**src/rtl/pipe_ctrl_buffer.sv**
```systemverilog
// pipe_ctrl_buffer: STAGES-deep stallable/flushable control-word pipeline (clk, rst, stall, flush, valid_in, ctrl_in -> valid_out, ctrl_out, occupancy)
module pipe_ctrl_buffer #(
  parameter int WIDTH = 12,
  parameter int STAGES = 1,
  parameter logic [WIDTH-1:0] BUBBLE_VAL = '0,
  parameter bit FLUSH_ALL = 1'b1
) (
  input  logic clk,
  input  logic rst,
  input  logic stall,
  input  logic flush,
  input  logic valid_in,
  input  logic [WIDTH-1:0] ctrl_in,
  output logic valid_out,
  output logic [WIDTH-1:0] ctrl_out,
  output logic [$clog2(STAGES+1)-1:0] occupancy
);
  localparam int OW = $clog2(STAGES+1);
  logic [STAGES-1:0] v, vs;
  logic [STAGES-1:0][WIDTH-1:0] c, cs;
  logic in_v;
  logic [WIDTH-1:0] in_c;
  assign in_v = valid_in & ~flush;
  assign in_c = in_v ? ctrl_in : BUBBLE_VAL;
  always_comb begin
    vs[0] = in_v;
    cs[0] = in_c;
    for (int k = 1; k < STAGES; k++) begin
      vs[k] = v[k-1];
      cs[k] = c[k-1];
    end
  end
  always_ff @(posedge clk) begin
    if (rst || (flush && FLUSH_ALL)) begin
      v <= '0;
      c <= {STAGES{BUBBLE_VAL}};
      occupancy <= '0;
    end else if (flush || !stall) begin
      v <= vs;
      c <= cs;
      occupancy <= occupancy + OW'(in_v) - OW'(v[STAGES-1]);
    end
  end
  assign valid_out = v[STAGES-1];
  assign ctrl_out = c[STAGES-1];
endmodule

```
**config.mk**
```make
export PLATFORM = sky130hd
export DESIGN_NAME = pipe_ctrl_buffer
export DESIGN_NICKNAME = d
export VERILOG_FILES = /design/src/rtl/pipe_ctrl_buffer.sv
export SDC_FILE = /design/constraint.sdc
export NUM_CORES = 1
export LEC_CHECK = 0
export BUFFER_PORTS_ARGS = -buffer_cell sky130_fd_sc_hd__clkbuf_2
export CAP_MARGIN = 20
export CORE_ASPECT_RATIO = 0.9
export CORE_UTILIZATION = 37
export DETAILED_ROUTE_END_ITERATION = 10
export GPL_TIMING_DRIVEN = 0
export PLACE_DENSITY = 0.72
export SLEW_MARGIN = 20
export SYNTH_ARGS = -nofsm -noshare
export SYNTH_HDL_FRONTEND = slang
export SYNTH_SLANG_ARGS = --single-unit
```
**constraint.sdc**
```tcl
create_clock -name clk -period 0.8 [get_ports clk]
set_input_delay 0.12 -clock clk [delete_from_list [all_inputs] [get_ports clk]]
set_output_delay 0.12 -clock clk [all_outputs]
set_load 0.02 [all_outputs]
```
## Word level (Yosys, flattened, before mapping)

Cells that the tools add are included.

| word-level totals | value |
|---|---|
| output and inout bits | 14 |
| word-level logic and storage cells | 11 |
| input bits | 17 |
| bits in registers | 14 |

| operators by class | value |
|---|---|
| bitwise logic cells | 2 |
| mux-type cells | 1 |
| reduce and logical (&&, ||, !) cells | 3 |
| add/subtract/negate cells | 2 |

Operators by type and width:

| operator | number |
|---|---|
| 12-bit two-way mux | 1 |
| 1-bit logical OR | 2 |
| 1-bit adder | 1 |
| 1-bit bitwise AND | 1 |
| 1-bit zero test | 1 |
| 1-bit inverter | 1 |
| 1-bit subtractor | 1 |

## Logic depth before layout (Yosys ltp)

| depth | value |
|---|---|
| depth in word-level cells | 4 |
| depth in mapped cells | 4 |

## Worst setup path before layout

OpenSTA, ideal clock, no wires.

| timing path | value |
|---|---|
| kind | reg2reg |
| from | register v (netlist: valid_out) |
| to | register occupancy |
| path buffers | 0 |
| path slack | -0.247 ns |
| data arrival time | 0.977 ns |
| cell stages (with the launch flop) | 4 |
| data required time | 0.730 ns |
| period minus slack after synthesis | 1.047 ns |
| cells stage by stage | dfxtp_1 xnor2_1 or3_1 a21oi_1 |

| on the way | value |
|---|---|
| longest elaborated chain between the ends | 1 |

RTL lines:

| what | RTL line | RTL |
|---|---|---|
| start, declared | 19 | `logic [STAGES-1:0] v, vs;` |
| start signal, assigned | 39 | `v <= vs;` |
| 1-bit subtractor | 41 | `occupancy <= occupancy + OW'(in_v) - OW'(v[STAGES-1]);` |
| end signal, assigned | 41 |  |
| end, declared | 16 | `output logic [$clog2(STAGES+1)-1:0] occupancy` |

No other way between the ends.
A chain may end at the register's enable or synchronous reset.

## Worst setup path in the final report

Ends and elaborated chain as after synthesis.

==> impl_metrics.py <==
metrics = {
    "setup_path": {
        "crit_path_max_fanout": 3,
        "path_cells": "xnor2_1 > or3_1 > a21oi_2",
        "endpoint_kind": "flop",
        "reg2reg_depth": 3,
        "path_delay_family": "flip-flops",
        "worstSetupStartpointType": "flop",
        "worstSetupPathType": "flop to flop",
        "worstPathRequired_ps": 1010,
        "cp_num_buf_inv": 0,
        "arrival_ps": 1180,
        "max_stage_delay_ps": 360,
        "critical_path_depth": 3,
        "cp_slowest_cell": "dfxtp_4",
    },
    "finish": {
        "drive_gt1_share_pct": 54.17,
        "syn_to_final_growth_pct": 62.70,
        "num-fill-cells": 112,
        "num_antenna_cells": 0,
        "fin_nets": 114,
        "fin_area_um2": 889.6,
        "final_core_util_pct": 68.10,
    },
    "logic_synthesis": {
        "synth_mux_area_share_pct": 1.831,
        "synth_area_per_cell_um2": 8.819,
        "synth_area_um2": 546.8,
        "ys_warn_count": 0,
        "synth_top_family_by_area": "simple AND/OR/NAND/NOR gates",
        "ys_seq_area_share_pct": 51.26,
        "ys_seq_elements": 14,
        "synth_compound_area_share_pct": 12.81,
        "synth_simple_gate_area_share_pct": 27.69,
        "synthXorXnorAreaFrac_pct": 1.602,
        "syn-instance-count": 62,
        "synth_fp_nets": 79,
        "ys_types": 13,
        "synthAdderAreaFrac_pct": 0,
    },
    "sta": {
        "hold_violations": 0,
        "max-slew-margin-rel_pct": 83.45,
        "fin_crit_ps": 973.5,
        "fin_skew_ps": 4.284,
        "post-route-period-util_pct": 121.7,
        "setup_slack_ps": -173.5,
        "rsz0062_at_grt": "yes",
        "whs_ps": 78.57,
        "slew_viol_final": 0,
        "worst_pin_slew_ps": 245.6,
        "max_freq_mhz": 1027,
        "setup_viol": 15,
    },
    "hold_path": {
        "hold_depth": 3,
        "hold_path_class": "input pin to flop",
    },
    "place": {
        "pre_cts_slack_ps": -196.7,
        "dpl_cell_area_um2": 719.4,
        "dp_hpwl_um": 910.5,
        "gp_congestion": 0.7404,
        "portBuffers": 30,
    },
    "cts": {
        "cts_root_buf": "clkbuf_4",
        "clk_pin_slew_ps": 90,
        "htreeDepth": 1,
        "cts_setup_buffers": 0,
        "clkSinkCount": 14,
        "cts_tree": "yes",
        "cts_made_buffers": 3,
        "clock_latency_ps": 270,
        "cts_buffer_depth": 2,
    },
    "global_routing": {
        "grt_usage_pct": 16.44,
        "grt_pass1_vias": 479,
        "grt_overflow": 0,
        "grt_max_degree": 11,
        "grt_pass1_wl_um": 1966,
        "antenna_found_initial": 0,
    },
    "job": {
        "maxCapViolCount": 0,
    },
    "routing": {
        "route.vias.total": 563,
        "dr.max_layer_used": "met4",
        "met2WireLength_um": 637,
        "routed_wl_um": 1326,
        "drt_iter0_markers": 8,
        "wirelength_met1_um": 600,
        "postRouteAntennaNets": 0,
        "firstDrtPassIters": 4,
        "drc": 0,
        "avgRoutedWirePerCell_um": 12.05,
        "met3WireLength_um": 73,
        "via_per_inst": 5.118,
    },
    "floorplanning": {
        "core_um2": 1306,
        "die_area_um2": 1636,
        "die_y_um": 38.47,
        "top_level_ports": 31,
        "start_util_pct": 41.86,
        "fp.dieW_um": 42.52,
        "num_rows": 12,
    },
    "pwr": {
        "p_leak_nw": 0.3650,
        "p_total_w": 0.001334,
        "vdd_ir_drop_max_uv": 997.9,
        "pwr_density_cell_nw_per_um2": 1499,
    },
    "run_status": {
        "status": "finished, violations left",
        "violations": "negative setup slack",
    },
}
through the flow:
step	cells	setup TNS, ps
after floorplan	62	-145.9
after global placement	106	-1553
after detailed placement	106	-1807
after CTS	110	-1219
after global routing	110	-1402
final	110	-1041
where the power goes:
group	internal (W)	switching (W)
combinational	0.000100	0.0000904
sequential	0.000712	0.0000133
clock	0.000193	0.000225
total	0.00100	0.000329
synth_stat cells:
library cell	n	area share [%]
dfxtp_1	14	51
xnor2_1	1	1.6
nand3b_1	12	16
nor2_1	1	0.69
mux2i_1	1	1.8
o21ai_0	1	0.91
nand2_1	12	8.2
a21oi_1	13	12
clkbuf_1	1	0.69
or2_1	1	1.1
or3_1	1	1.1
buf_2	3	2.7
buf_4	1	1.4
tightest hold or removal path: cells and delay by family:
family / cells / cell delay [ps]
buf+inv: 1 / 80
simple gates: 1 / 60
compound gates: 1 / 50
layout make-up:
type                    count  area, µm²  area share [%]
well taps                  14      17.52           1.969
clock buffers               4      26.28           2.954
flip-flops and latches     14      299.0           33.61
repair buffers             30      275.3           30.94
multi-input cells          43      244.0           27.43
plain buffers               5      27.53           3.094
flip-flops by register name, indices dropped and copies added, names as in the netlist:
signal,flops
ctrl_out,12
valid_out,1
occupancy,1
cell usage in the layout (no fill, tap or decap):
cell       n
buf_2      3
or2_1      1
a21oi_2    1
clkbuf_2  17
nor2_1     1
dfxtp_4    1
clkbuf_4   5
clkbuf_1   1
dfxtp_2   12
nand3b_1  12
dfxtp_1    1
xnor2_1    1
nand2_1   12
o21ai_0    1
buf_4      1
mux2i_1    1
a21oi_1   12
buf_8     12
or3_1      1
worst paths after layout:
path	start	endpoint	slack (ps)
worst max-delay path	valid_out	occupancy	-170
worst min-delay path	ctrl_in[8]	ctrl_out[8]	80
worst max register to register	valid_out	occupancy	-170
worst min register to register	ctrl_out[11]	ctrl_out[11]	470
metal layers:
| metal | vias up | global-route usage [%] |
|---|---|---|
| li1 | 280 | - |
| met1 | 259 | 21.55 |
| met2 | 22 | 25.77 |
| met3 | 2 | 4.245 |
| met4 | 0 | 7.031 |
| met5 | - | 0 |
logic make-up (layout without fill, tap and decap cells):
| kind of cell | count (synthesis) | count (layout) |
|---|---|---|
| compound gates | 14 | 14 |
| flops | 14 | 14 |
| mux | 1 | 1 |
| xor+xnor | 1 | 1 |
| simple gates | 27 | 27 |
| buf+inv | 5 | 39 |
what timing repair did:
| item | in CTS | in global routing |
|---|---|---|
| pin swaps | 0 | 0 |
| hold buffers | 0 | 0 |
| setup endpoints to repair | 15 | 15 |
| gates cloned | 0 | 0 |
| resized for setup | 37 | 13 |
Power figures use the tool's default switching activity.
